`config.mk`:
```
export PLATFORM = sky130hd
export DESIGN_NAME = contador_comparador_param_flat
export DESIGN_NICKNAME = d
export VERILOG_FILES = /design/src/rtl/contador_comparador_param_pkg.sv /design/src/rtl/contador_comparador_param_if.sv /design/src/rtl/contador_comparador_param_comparador_mag.sv /design/src/rtl/contador_comparador_param.sv /design/src/flat_wrapper.sv
export SDC_FILE = /design/constraint.sdc
export NUM_CORES = 1
export LEC_CHECK = 0
export CELL_PAD_IN_SITES_DETAIL_PLACEMENT = 0
export CELL_PAD_IN_SITES_GLOBAL_PLACEMENT = 1
export CORE_AREA = 2 2 50 52
export DETAILED_ROUTE_END_ITERATION = 7
export DIE_AREA = 0 0 52 54
export PLACE_DENSITY = 0.77
export SLEW_MARGIN = 20
export SYNTH_ARGS = -nofsm -noshare
export SYNTH_HDL_FRONTEND = slang
export SYNTH_SLANG_ARGS = --single-unit
```
`constraint.sdc`:
```
create_clock -name CLK -period 1.5 [get_ports CLK]
set_input_delay 0.3 -clock CLK [delete_from_list [all_inputs] [get_ports CLK]]
set_output_delay 0.3 -clock CLK [all_outputs]
set_load 0.02 [all_outputs]
```
`src/rtl/contador_comparador_param_pkg.sv`:
```
// Shared FSM state and MODE encodings for the parametrised counter/comparator.
package cc_pkg;

    typedef enum logic [1:0] {
        CC_IDLE  = 2'd0,
        CC_COUNT = 2'd1,
        CC_DONE  = 2'd2
    } cc_state_t;

    localparam logic CC_FREE    = 1'b0;
    localparam logic CC_ONESHOT = 1'b1;

endpackage

```
`src/rtl/contador_comparador_param_if.sv`:
```
// Control/data bundle of the counter/comparator; UP_DN exists only when CC_DOWN_EN is defined.
interface contador_comparador_param_if #(
    parameter int WIDTH = 4
);
    logic             ENP;
    logic             ENT;
    logic             LD;
    logic [WIDTH-1:0] D;
    logic [WIDTH-1:0] B;
    logic             MODE;
    logic             START;
`ifdef CC_DOWN_EN
    logic             UP_DN;
`endif
    logic [WIDTH-1:0] Q;
    logic             A_maior_que_B;
    logic             A_menor_que_B;
    logic             A_igual_a_B;
    logic             RCO;
    logic             MATCH;
    logic             BUSY;

    modport master (
`ifdef CC_DOWN_EN
        output UP_DN,
`endif
        output ENP, ENT, LD, D, B, MODE, START,
        input  Q, A_maior_que_B, A_menor_que_B, A_igual_a_B, RCO, MATCH, BUSY
    );

    modport slave (
`ifdef CC_DOWN_EN
        input  UP_DN,
`endif
        input  ENP, ENT, LD, D, B, MODE, START,
        output Q, A_maior_que_B, A_menor_que_B, A_igual_a_B, RCO, MATCH, BUSY
    );

endinterface

```
`src/rtl/contador_comparador_param_comparador_mag.sv`:
```
// Unsigned magnitude comparator: exactly one of gt/lt/eq is high.
module comparador_mag #(
    parameter int WIDTH = 4
) (
    input  logic [WIDTH-1:0] a,
    input  logic [WIDTH-1:0] b,
    output logic             gt,
    output logic             lt,
    output logic             eq
);

    assign gt = (a > b);
    assign lt = (a < b);
    assign eq = (a == b);

endmodule

```
`src/rtl/contador_comparador_param.sv`:
```
// Parametrised modulus counter with magnitude comparator, match pulse and one-shot mode.
// Define CC_DOWN_EN to add the UP_DN port and down-counting.
module contador_comparador_param
    import cc_pkg::*;
#(
    parameter int WIDTH       = 4,
    parameter int MAX_COUNT   = (1 << WIDTH) - 1,
    parameter int RESET_VALUE = 0
) (
    input  logic                        CLK,
    input  logic                        CLR,
    contador_comparador_param_if.slave  bus
);

    localparam logic [WIDTH-1:0] MAX_V  = WIDTH'(MAX_COUNT);
    localparam logic [WIDTH-1:0] RST_V  = WIDTH'(RESET_VALUE);
    localparam logic [WIDTH-1:0] ZERO_V = {WIDTH{1'b0}};
    localparam logic [WIDTH-1:0] ONE_V  = {{(WIDTH-1){1'b0}}, 1'b1};

    logic [WIDTH-1:0] q_r;
    logic             match_r;
    cc_state_t        state_r;
    logic             up_s;
    logic             count_step_s;
    logic [WIDTH-1:0] nxt_s;
    logic [WIDTH-1:0] load_val_s;
    logic             at_term_s;

    // Count direction: fixed up unless the down-count option is built in.
    always_comb begin
`ifdef CC_DOWN_EN
        up_s = bus.UP_DN;
`else
        up_s = 1'b1;
`endif
    end

    // Next count value with wrap at the terminal in either direction.
    always_comb begin
        nxt_s = q_r;
        if (up_s) begin
            if (q_r == MAX_V) begin
                nxt_s = ZERO_V;
            end else begin
                nxt_s = q_r + ONE_V;
            end
        end else begin
            if (q_r == ZERO_V) begin
                nxt_s = MAX_V;
            end else begin
                nxt_s = q_r - ONE_V;
            end
        end
    end

    // Load value clamped so Q never leaves 0..MAX_COUNT.
    always_comb begin
        if (bus.D > MAX_V) begin
            load_val_s = MAX_V;
        end else begin
            load_val_s = bus.D;
        end
    end

    // A count step needs both enables; in one-shot mode it also needs the FSM in COUNT.
    always_comb begin
        count_step_s = 1'b0;
        if (bus.MODE == CC_ONESHOT) begin
            count_step_s = bus.ENP & bus.ENT & (state_r == CC_COUNT);
        end else begin
            count_step_s = bus.ENP & bus.ENT;
        end
    end

    // Ripple-carry terminal depends on direction.
    always_comb begin
        if (up_s) begin
            at_term_s = (q_r == MAX_V);
        end else begin
            at_term_s = (q_r == ZERO_V);
        end
    end

    // Counter, match pulse and one-shot FSM; load overrides counting and resets the FSM.
    always_ff @(posedge CLK or negedge CLR) begin
        if (!CLR) begin
            q_r     <= RST_V;
            match_r <= 1'b0;
            state_r <= CC_IDLE;
        end else if (!bus.LD) begin
            q_r     <= load_val_s;
            match_r <= 1'b0;
            state_r <= CC_IDLE;
        end else begin
            if (count_step_s) begin
                q_r <= nxt_s;
            end
            match_r <= count_step_s & (nxt_s == bus.B);
            if (bus.MODE == CC_FREE) begin
                state_r <= CC_IDLE;
            end else begin
                case (state_r)
                    CC_IDLE: begin
                        if (bus.START) begin
                            state_r <= CC_COUNT;
                        end
                    end
                    CC_COUNT: begin
                        if (count_step_s && (nxt_s == bus.B)) begin
                            state_r <= CC_DONE;
                        end
                    end
                    CC_DONE: begin
                        if (bus.START) begin
                            state_r <= CC_COUNT;
                        end
                    end
                    default: state_r <= CC_IDLE;
                endcase
            end
        end
    end

    comparador_mag #(.WIDTH(WIDTH)) u_cmp (
        .a  (q_r),
        .b  (bus.B),
        .gt (bus.A_maior_que_B),
        .lt (bus.A_menor_que_B),
        .eq (bus.A_igual_a_B)
    );

    assign bus.Q     = q_r;
    assign bus.MATCH = match_r;
    assign bus.BUSY  = (state_r == CC_COUNT);
    assign bus.RCO   = bus.ENT & at_term_s;

endmodule

```
`src/flat_wrapper.sv`:
```
// flat-port wrapper written by rule: the top's interface ports become plain ports
module contador_comparador_param_flat import cc_pkg::*;
#(
    parameter int WIDTH       = 4,
    parameter int MAX_COUNT   = (1 << WIDTH) - 1,
    parameter int RESET_VALUE = 0
)
  (CLK, CLR, bus_ENP, bus_ENT, bus_LD, bus_D, bus_B, bus_MODE, bus_START, bus_Q, bus_A_maior_que_B, bus_A_menor_que_B, bus_A_igual_a_B, bus_RCO, bus_MATCH, bus_BUSY);
  contador_comparador_param_if #(.WIDTH(WIDTH)) bus_i ();
  input  logic CLK;
  input  logic CLR;
  input wire logic [$bits(bus_i.ENP)-1:0] bus_ENP;
  input wire logic [$bits(bus_i.ENT)-1:0] bus_ENT;
  input wire logic [$bits(bus_i.LD)-1:0] bus_LD;
  input wire logic [$bits(bus_i.D)-1:0] bus_D;
  input wire logic [$bits(bus_i.B)-1:0] bus_B;
  input wire logic [$bits(bus_i.MODE)-1:0] bus_MODE;
  input wire logic [$bits(bus_i.START)-1:0] bus_START;
  output wire logic [$bits(bus_i.Q)-1:0] bus_Q;
  output wire logic [$bits(bus_i.A_maior_que_B)-1:0] bus_A_maior_que_B;
  output wire logic [$bits(bus_i.A_menor_que_B)-1:0] bus_A_menor_que_B;
  output wire logic [$bits(bus_i.A_igual_a_B)-1:0] bus_A_igual_a_B;
  output wire logic [$bits(bus_i.RCO)-1:0] bus_RCO;
  output wire logic [$bits(bus_i.MATCH)-1:0] bus_MATCH;
  output wire logic [$bits(bus_i.BUSY)-1:0] bus_BUSY;
  assign bus_i.ENP = bus_ENP;
  assign bus_i.ENT = bus_ENT;
  assign bus_i.LD = bus_LD;
  assign bus_i.D = bus_D;
  assign bus_i.B = bus_B;
  assign bus_i.MODE = bus_MODE;
  assign bus_i.START = bus_START;
  assign bus_Q = bus_i.Q;
  assign bus_A_maior_que_B = bus_i.A_maior_que_B;
  assign bus_A_menor_que_B = bus_i.A_menor_que_B;
  assign bus_A_igual_a_B = bus_i.A_igual_a_B;
  assign bus_RCO = bus_i.RCO;
  assign bus_MATCH = bus_i.MATCH;
  assign bus_BUSY = bus_i.BUSY;
  contador_comparador_param #(.WIDTH(WIDTH), .MAX_COUNT(MAX_COUNT), .RESET_VALUE(RESET_VALUE)) u_core (.CLK(CLK), .CLR(CLR), .bus(bus_i));
endmodule
```
==> results.json, run 1 <==
{
  "cp.arrival_ns": 1.55,
  "crit_chain": "ha_4 > nor2b_1 > o21ai_1 > nand2b_1 > a21oi_4 > buf_4",
  "worstMarginPinSlew_ns": 0.322,
  "portBuffers": 24,
  "nets": 134,
  "critPathSlowestCell": "dfrtp_2",
  "start_util": 0.256,
  "num_io_pins": 25,
  "rrSetupSlack_ns": -0.27,
  "path_clk_slew_ns": 0.05,
  "cp_num_cells": 6,
  "netlist_instances": 63,
  "die_h_um": 54,
  "path_buf_inv": 1,
  "worst_slack_ns": -0.348,
  "via_per_inst": 4.48,
  "worstPathMaxFanout": 2,
  "ys_warn_count": 0,
  "power.total_mw": 0.884,
  "std_cell_rows": 18,
  "path_class": "flip-flop to primary output",
  "cts-root-buf": "clkbuf_4",
  "area_growth_pct": 101,
  "yosysTopAreaCell": "dfrtp_1",
  "timing.final.crit_share": 1.23,
  "synth.avg_cell_area_um2": 9.41,
  "setup_violations": 9,
  "dp_hpwl_mm": 1.27,
  "grt_pass1_wl_mm": 3.07,
  "fin_hold_ws_ns": 0.310,
  "max_freq_ghz": 0.541,
  "max-vdd-ir-drop_mv": 0.503,
  "hold_path.class": "input pin to asynchronous set/reset pin",
  "critPathTopFamily": "flip-flops",
  "num_antenna_cells": 0,
  "fin_util": 0.515,
  "grt_overflow": 0,
  "route.detailed.wl_per_inst_um": 12.6,
  "track_usage": 0.152,
  "cts_max_path_buffers": 2,
  "core-area_um2": 2320,
  "p_leak_nw": 0.537,
  "maxSlewHeadroom": 0.784,
  "yosysTopAreaCellShare": 0.295,
  "routed_wl_mm": 1.80,
  "synthFlopType": "dfrtp_1",
  "place_congestion": 0.746,
  "cts_sinks": 7,
  "clock_latency_ns": 0.25,
  "rr_worst_depth": 8,
  "place_area_um2": 1030,
  "start_kind": "flip-flop",
  "setup-tns-final_ns": -2.08,
  "drcViolationCount": 0,
  "outcome": "finished, violations left",
  "rsz0062_at_grt": "yes",
  "powerDensity_nw_per_um2": 740,
  "synth_seq_area_share": 0.295,
  "ctsHtreeMaxLevel": 1,
  "die_x_um": 52,
  "grt_max_degree": 10,
  "max_cap_violations": 0,
  "dr.pass1.iters": 4,
  "synthTopCellsByArea": "dfrtp_1 30%, ha_1 11%, xor2_2 5.5%",
  "first_iter_violations": 5,
  "netlist_area_um2": 593,
  "cp-end-kind": "primary output",
  "crit_required_ns": 1.20,
  "synth_fp_nets": 83,
  "finalInstanceArea_um2": 1190,
  "hold_viol": 0,
  "min_period_ns": 1.85,
  "slew_viol_final": 0,
  "drive_above_1_share": 0.513,
  "violations": "negative setup slack",
  "max_stage_delay_ns": 0.42,
  "drtAntennaViolNets": 0,
  "grt_pass1_vias": 661,
  "die-area_um2": 2810,
  "synth_cell_types": 31,
  "clock_skew_ns": 0.000231,
  "synth_edf_count": 0,
  "antenna_found_initial": 0,
  "ys_async_sr_fraction": 1.00,
  "num_vias": 641,
  "cts_tree": "yes",
  "numCtsBuffers": 3,
  "ys_ff_latch": 7,
  "netlist_top_cells_count": "7 x dfrtp_1, 7 x nor2_1, 6 x a21oi_1"
}
==> registers in the layout, indices dropped and copies added (netlist names) <==
register / cells
u_core.state_r: 2
u_core.bus.Q: 4
u_core.bus.MATCH: 1
==> per-layer routing <==
metal | global-route usage | vias up | share of wire
met5 | 0 | - | 0
met4 | 0.0263 | 0 | 0
met3 | 0.0417 | 0 | 0.050
met2 | 0.283 | 19 | 0.53
met1 | 0.175 | 297 | 0.42
li1 | - | 325 | -
==> final timing paths <==
check,startpoint,to
max,u_core.bus.Q[1]$_DFFE_PN0P_,bus_A_menor_que_B
min in group CLK,u_core.state_r[0]$_DFFE_PN0P_,u_core.state_r[1]$_DFFE_PN0P_
max in group asynchronous,CLR,u_core.bus.Q[1]$_DFFE_PN0P_
min reg2reg,u_core.state_r[0]$_DFFE_PN0P_,u_core.state_r[1]$_DFFE_PN0P_
min,CLR,u_core.state_r[0]$_DFFE_PN0P_
max reg2reg,u_core.bus.Q[1]$_DFFE_PN0P_,u_core.bus.MATCH$_DFF_PN0_
==> area by class of cell <==
cell class | count | area (um^2)
timing repair buffer | 48 | 453
inverter | 5 | 18.8
tap | 30 | 37.5
fill | 227 | 1130
multi-input combinational | 49 | 479
sequential | 7 | 179
clock buffer | 4 | 26.3
==> worst register-to-register path, stage by stage (launching register included) <==
cell and delay (ns):
dfrtp_2 0.42, buf_4 0.14, buf_6 0.12, ha_4 0.17
a21o_1 0.18, a31oi_2 0.18, xnor2_1 0.14, nor3b_2 0.22
and2_1 0.14
==> stage by stage <==
| stage | cells | setup slack (ns) |
|---|---|---|
| finish | 143 | -0.348 |
| global placement | 132 | -0.972 |
| floorplan | 63 | -0.134 |
| CTS | 141 | -0.383 |
| global route | 143 | -0.420 |
| detailed placement | 132 | -0.997 |
==> kinds of logic (layout without fill, tap and decap cells) <==
family,after synthesis,in the layout,share of synthesized area
and+or+nand+nor,21,21,0.203
AOI/OAI and AO/OA,16,16,0.209
DFF,7,7,0.295
buffers and inverters,7,57,0.0570
xor gates and xnor gates,6,6,0.114
adders and majority gates,5,5,0.105
muxes,1,1,0.0169
==> what timing repair did <==
action / in CTS / in global routing
endpoints found under the setup margin: 13 / 14
setup buffers: 5 / 2
resized for setup: 50 / 8
pin swaps: 13 / 5
hold buffers: 0 / 0
==> power by group <==
group / total [mW] / switching, mW / internal (mW)
clock: 0.170 / 0.0686 / 0.101
sequential: 0.217 / 0.0131 / 0.204
combinational: 0.497 / 0.218 / 0.279
==> cells in the final DEF, fill, tap and decap left out, types with 3 or more instances in the layout <==
| cell type | Yosys | routed |
|---|---|---|
| buf_4 | 0 | 18 |
| clkdlybuf4s50_1 | 0 | 10 |
| buf_6 | 1 | 8 |
| nor2_1 | 7 | 6 |
| dlygate4sd2_1 | 0 | 5 |
| a21oi_1 | 6 | 4 |
| ha_4 | 0 | 4 |
| dfrtp_1 | 7 | 4 |
| inv_2 | 0 | 3 |
| xnor2_1 | 3 | 3 |
| nand2_1 | 3 | 3 |
| clkbuf_4 | 0 | 3 |
| dfrtp_2 | 0 | 3 |
Note: power is estimated with default switching activity, not from simulation.
==> run 2: changes to the inputs <==
--- a/config.mk
+++ b/config.mk
@@ -15,3 +15,4 @@
 export SYNTH_ARGS = -nofsm -noshare
 export SYNTH_HDL_FRONTEND = slang
 export SYNTH_SLANG_ARGS = --single-unit
+export TNS_END_PERCENT = 10
==> run 2 against run 1 <==
The flow still finishes with violations (negative setup slack). Largest power group unchanged. Sequential share of layout area rose by 1.5 points. Total power fell by 6.7%. Cell count fell by 5.6%. Register-to-register slack improved by 0.06 ns. Flip-flop and latch count did not move. Critical endpoint is now bus_A_maior_que_B.
==> results.json, run 2 (synthesized netlist as in run 1, its figures left out) <==
{
  "route.detailed.wl_per_inst_um": 12.3,
  "post-place-ws_ns": -1.01,
  "setup_violations": 7,
  "critPathSlowestCell": "dfrtp_2",
  "max_stage_delay_ns": 0.42,
  "cts_sinks": 7,
  "path_clk_slew_ns": 0.05,
  "rrSetupSlack_ns": -0.21,
  "die-area_um2": 2810,
  "combPwrFrac": 0.525,
  "clock_latency_ns": 0.26,
  "nets": 126,
  "slew_viol_final": 0,
  "grt_pass1_wl_mm": 2.75,
  "cts_tree": "yes",
  "cts-root-buf": "clkbuf_4",
  "post_cts_buffers": 0,
  "antenna_found_initial": 0,
  "area_growth_pct": 83.1,
  "rr_endpoint": "u_core.bus.MATCH$_DFF_PN0_",
  "portBuffers": 24,
  "clock_skew_ns": 0.00201,
  "p_sw_mw": 0.287,
  "path_buf_inv": 1,
  "power.share.clock": 0.213,
  "worstPathMaxFanout": 2,
  "max_cap_violations": 0,
  "drtAntennaViolNets": 0,
  "pwr-share-seq": 0.262,
  "grt_pass1_vias": 626,
  "hold_viol": 0,
  "start_util": 0.256,
  "rr_worst_depth": 7,
  "p_int_mw": 0.538,
  "maxSlewHeadroom": 0.768,
  "path_class": "flip-flop to primary output",
  "dr.pass1.iters": 3,
  "cp.arrival_ns": 1.60,
  "drive_above_1_share": 0.457,
  "via_per_inst": 4.49,
  "p_leak_nw": 0.478,
  "holdBufCountCts": 0,
  "first_iter_violations": 10,
  "worst_slack_ns": -0.395,
  "numCtsBuffers": 3,
  "rsz0062_at_grt": "yes",
  "routed_wl_mm": 1.66,
  "grt_max_degree": 10,
  "std_cell_rows": 18,
  "die_h_um": 54,
  "ctsHtreeMaxLevel": 1,
  "critPathTopFamily": "flip-flops",
  "core-area_um2": 2320,
  "powerDensity_nw_per_um2": 760,
  "timing.final.crit_share": 1.26,
  "max_freq_ghz": 0.528,
  "crit_required_ns": 1.20,
  "grt_overflow": 0,
  "track_usage": 0.140,
  "crit_chain": "ha_4 > nor2b_4 > o21ai_2 > nand2b_1 > a21oi_4 > nor2_4 > buf_6",
  "hold_path.class": "input pin to asynchronous set/reset pin",
  "place_congestion": 0.721,
  "dp_hpwl_mm": 1.33,
  "start_kind": "flip-flop",
  "cp-end-kind": "primary output",
  "outcome": "finished, violations left",
  "fin_hold_ws_ns": 0.314,
  "min_period_ns": 1.90,
  "most-common-layout-cells": "17 x buf_4, 11 x clkdlybuf4s50_1, 7 x dlygate4sd2_1, 6 x nor2_1, 5 x a21oi_1",
  "num_antenna_cells": 0,
  "die_x_um": 52,
  "drcViolationCount": 0,
  "num_vias": 606,
  "worstMarginPinSlew_ns": 0.347,
  "largest_register_ff_count": 4,
  "r2r_start": "u_core.bus.Q[1]$_DFFE_PN0P_",
  "max-vdd-ir-drop_mv": 0.488,
  "violations": "negative setup slack",
  "num_io_pins": 25,
  "swShare": 0.348,
  "final_common_cell": "buf_4",
  "setup-tns-final_ns": -1.61,
  "cts_max_path_buffers": 2
}
[run 2: how the worst max path moves through the flow]
| stage | from | endpoint | slack (ns) | cells after the start |
|---|---|---|---|---|
| 5_1_grt | u_core.bus.Q[1]$_DFFE_PN0P_ | bus_A_maior_que_B | -0.44 | 7 |
| 3_3_place_gp | bus_B[1] | bus_A_menor_que_B | -0.97 | 8 |
| 3_5_place_dp | bus_B[1] | bus_A_menor_que_B | -1.01 | 8 |
| 6_report | u_core.bus.Q[1]$_DFFE_PN0P_ | bus_A_maior_que_B | -0.40 | 7 |
| 2_1_floorplan | u_core.bus.Q[1]$_DFFE_PN0P_ | bus_A_maior_que_B | -0.13 | 6 |
| 4_1_cts | u_core.bus.Q[1]$_DFFE_PN0P_ | bus_A_maior_que_B | -0.38 | 7 |
[run 2: routing by layer]
layer / wire, um / global-route usage / up-vias / part of all wire
met5: 0 / 0 / - / 0
met4: 8 / 0.0395 / 0 / 0.0048
met3: 85 / 0.0417 / 2 / 0.051
met2: 886 / 0.255 / 18 / 0.53
met1: 683 / 0.156 / 281 / 0.41
li1: - / - / 305 / -
[run 2: worst register-to-register path: stages, from the launching register on]
cell and delay [ns]:
dfrtp_2 0.42, buf_4 0.17, ha_4 0.18, a21o_1 0.17, a31oi_2 0.19, xnor2_1 0.15, nor3b_2 0.23, and2_1 0.15
[run 2: layout make-up]
type                    count  area, um^2
fillers                   228        1230
inverters                   5        18.8
flip-flops and latches      7         179
repair buffers             40         342
well taps                  30        37.5
clock buffers               4        26.3
multi-input cells          49         483
[run 2: repair_timing]
action	in CTS	in global routing
setup endpoints to repair	13	10
pin swaps	5	7
resized for setup	39	6
[run 2: through the flow]
stage	utilization	power (mW)	cell area, um^2	instances
detailed placement	0.437	0.615	1010	131
global placement	0.437	0.607	1010	131
floorplan	-	0.429	631	63
CTS	0.462	0.817	1070	135
global route	0.468	0.880	1090	135
finish	0.468	0.825	1090	135
[run 2: power groups by stage]
stage | Clock [mW] | Sequential [mW] | Combinational, mW
after floorplan | 0 | 0.242 | 0.187
after global placement | 0 | 0.217 | 0.390
after detailed placement | 0 | 0.217 | 0.398
after CTS | 0.184 | 0.216 | 0.416
after global routing | 0.191 | 0.217 | 0.471
final | 0.175 | 0.216 | 0.433
==> run 3: changes to the inputs <==
--- a/config.mk
+++ b/config.mk
@@ -7,12 +7,14 @@
 export LEC_CHECK = 0
 export CELL_PAD_IN_SITES_DETAIL_PLACEMENT = 0
 export CELL_PAD_IN_SITES_GLOBAL_PLACEMENT = 1
-export CORE_AREA = 2 2 50 52
+export CORE_AREA = 2 2 51 53
+export CTS_BUF_LIST = sky130_fd_sc_hd__clkbuf_4
 export DETAILED_ROUTE_END_ITERATION = 7
-export DIE_AREA = 0 0 52 54
-export PLACE_DENSITY = 0.77
+export DIE_AREA = 0 0 53 55
+export PLACE_DENSITY = 0.79
 export SLEW_MARGIN = 20
 export SYNTH_ARGS = -nofsm -noshare
 export SYNTH_HDL_FRONTEND = slang
+export SYNTH_HIERARCHICAL = 1
 export SYNTH_SLANG_ARGS = --single-unit
 export TNS_END_PERCENT = 10
==> run 3 against run 2 <==
The run still ends with negative setup slack left. Critical path type unchanged. Design area rose by 7.8%. Largest cell class unchanged. Register-to-register slack got worse by 0.02 ns. Sequential share of layout area fell by 1.1 points. Routed wire length fell by 0.60%. Total power rose by 8.0%. Setup slack improved by 0.13 ns. Worst hold slack got worse by 0.014 ns. Flip-flop and latch count did not move. Clock power rose by 11%. First-iteration DRC count rose by 80%.
==> results.json, run 3 <==
{
  "outcome": "finished, violations left",
  "violations": "negative setup slack",
  "grt_pass1_wl_mm": 2.72,
  "r2r_start": "u_core/bus.Q[1]$_DFFE_PN0P_",
  "synthTopCellsByArea": "dfrtp_1 26%, ha_1 9.5%, inv_1 5.7%",
  "portBuffers": 24,
  "netlist_area_um2": 662,
  "ctsHtreeMaxLevel": 1,
  "ys_ff_latch": 7,
  "drtAntennaViolNets": 0,
  "setup_violations": 7,
  "start_kind": "flip-flop",
  "hold_path.class": "input pin to asynchronous set/reset pin",
  "timing.final.crit_share": 1.17,
  "powerDensity_nw_per_um2": 761,
  "place_area_um2": 1120,
  "crit_chain": "ha_4 > nand2_2 > o21bai_4 > and2_4 > buf_6",
  "netlist_instances": 71,
  "cts_sinks": 7,
  "worstMarginPinSlew_ns": 0.319,
  "synth.avg_cell_area_um2": 9.32,
  "synth_seq_area_share": 0.265,
  "cp.arrival_ns": 1.46,
  "numCtsBuffers": 3,
  "synth_cell_types": 33,
  "grt_pass1_vias": 632,
  "first_iter_violations": 18,
  "num_antenna_cells": 0,
  "grt_max_degree": 12,
  "synthFlopType": "dfrtp_1",
  "ys_warn_count": 6,
  "num_io_pins": 25,
  "critPathSlowestCell": "dfrtp_2",
  "synth_edf_count": 0,
  "path_clk_slew_ns": 0.06,
  "clock_skew_ns": 0.0101,
  "track_usage": 0.130,
  "rsz0062_at_grt": "yes",
  "routed_wl_mm": 1.65,
  "dp_hpwl_mm": 1.36,
  "rr_endpoint": "u_core/state_r[1]$_DFFE_PN0P_",
  "area_growth_pct": 76.9,
  "cts_max_path_buffers": 2,
  "worstPathMaxFanout": 2,
  "post-place-ws_ns": -0.909,
  "drcViolationCount": 0,
  "largest_register_ff_count": 4,
  "min_period_ns": 1.76,
  "hold_viol": 0,
  "clock_latency_ns": 0.26,
  "synth_most_common_cell": "inv_1",
  "max-vdd-ir-drop_mv": 0.431,
  "maxSlewHeadroom": 0.787,
  "route.detailed.wl_per_inst_um": 11.6,
  "path_class": "flip-flop to primary output",
  "core-area_um2": 2360,
  "place_congestion": 0.711,
  "netlist_top_cells_count": "10 x inv_1, 7 x dfrtp_1, 5 x ha_1, 5 x nand2_1, 5 x nor2_1",
  "drive_above_1_share": 0.429,
  "num_vias": 672,
  "die_x_um": 53,
  "nets": 133,
  "final_common_cell": "buf_4",
  "rr_worst_depth": 7,
  "antenna_found_initial": 0,
  "std_cell_rows": 18,
  "power.total_mw": 0.891,
  "start_util": 0.280,
  "max_stage_delay_ns": 0.43,
  "cts-root-buf": "clkbuf_4",
  "yosysTopAreaCellShare": 0.265,
  "max_freq_ghz": 0.568,
  "grt_overflow": 0,
  "finalInstanceArea_um2": 1170,
  "max_cap_violations": 0,
  "most-common-layout-cells": "11 x buf_4, 10 x clkdlybuf4s50_1, 8 x inv_1, 7 x buf_6, 5 x dlygate4sd2_1",
  "post_cts_buffers": 0,
  "n_fill_cell": 230,
  "via_per_inst": 4.73,
  "yosysTopAreaCell": "dfrtp_1",
  "p_leak_nw": 0.538,
  "slew_viol_final": 0,
  "synth_fp_nets": 91,
  "cts_tree": "yes",
  "crit_required_ns": 1.20,
  "worst_slack_ns": -0.262,
  "rrSetupSlack_ns": -0.23,
  "dr.pass1.iters": 4,
  "cp-end-kind": "primary output",
  "die_h_um": 55,
  "ys_async_sr_fraction": 1.00,
  "die-area_um2": 2920
}
## run 3: changes by cell type after synthesis, moves of 2 or more
cell	previous run	this run
inv_1	5	10
a21oi_1	6	4
a21oi_2	0	2
a31oi_1	1	3
a31oi_2	2	0
nand2_1	3	5
nand2b_1	1	3
nor2_1	7	5
xnor2_1	3	1
xor2_2	2	0
## run 3: repair_timing
item / 4_1_cts / 5_1_grt
pin swaps: 4 / 5
hold buffers: 0 / 0
resized for setup: 35 / 8
endpoints found under the setup margin: 14 / 13
## run 3: worst max path at each step
| stage | start | endpoint | slack, ns |
|---|---|---|---|
| after floorplan | u_core/bus.Q[1]$_DFFE_PN0P_ | u_core/state_r[1]$_DFFE_PN0P_ | -0.04 |
| after global placement | bus_B[3] | bus_A_maior_que_B | -0.89 |
| after detailed placement | bus_B[3] | bus_A_maior_que_B | -0.91 |
| after CTS | u_core/bus.Q[1]$_DFFE_PN0P_ | bus_A_menor_que_B | -0.27 |
| after global routing | u_core/bus.Q[1]$_DFFE_PN0P_ | u_core/state_r[1]$_DFFE_PN0P_ | -0.32 |
| final | u_core/bus.Q[3]$_DFFE_PN0P_ | bus_A_menor_que_B | -0.26 |
## run 3: critical path, delay by kind of cell, from the launching register on
kind | cells | cell delay, ns
buffers and inverters | 1 | 0.12
flip-flops | 1 | 0.43
adder cells (fa/ha/maj) | 1 | 0.28
AND/OR/NAND/NOR | 2 | 0.20
AO/OA/AOI/OAI | 1 | 0.18
## run 3: metal layers
metal | vias up | track usage | part of all wire
met5 | - | 0 | 0
met4 | 0 | 0.0769 | 0.0091
met3 | 2 | 0.0161 | 0.047
met2 | 22 | 0.223 | 0.50
met1 | 313 | 0.157 | 0.44
li1 | 335 | - | -
## run 3: stage by stage
stage                     hold slack, ns  std cells  setup TNS [ns]  utilization
final                              0.300        142           -1.41        0.495
after global placement             0.556        138           -4.29        0.472
after global routing               0.314        142           -1.94        0.495
after detailed placement           0.565        138           -4.54        0.472
after CTS                          0.307        142           -1.55        0.487
after floorplan                  0.00441         71          -0.114            -
## run 3: cell type report
| type | count | area (um^2) | share of cell area |
|---|---|---|---|
| tap | 30 | 37.5 | 0.0321 |
| timing repair buffer | 39 | 365 | 0.312 |
| sequential | 7 | 180 | 0.154 |
| clock buffer | 4 | 30.0 | 0.0256 |
| inverter | 10 | 37.5 | 0.0321 |
| multi-input combinational | 52 | 520 | 0.444 |
## run 3: power by group
group          switching, mW  internal (mW)  total (mW)
logic                  0.225          0.252       0.477
registers             0.0137          0.205       0.219
clock network         0.0747          0.120       0.195
## run 3: logic make-up (layout without fill, tap and decap cells)
logic type	count (synthesis)	count (layout)	synth area share
muxes	3	3	0.0473
DFF	7	7	0.265
and+or+nand+nor	22	22	0.185
buffers and inverters	12	53	0.0794
adders and majority gates	5	5	0.0945
AOI/OAI and AO/OA	18	18	0.253
xor gates and xnor gates	4	4	0.0756
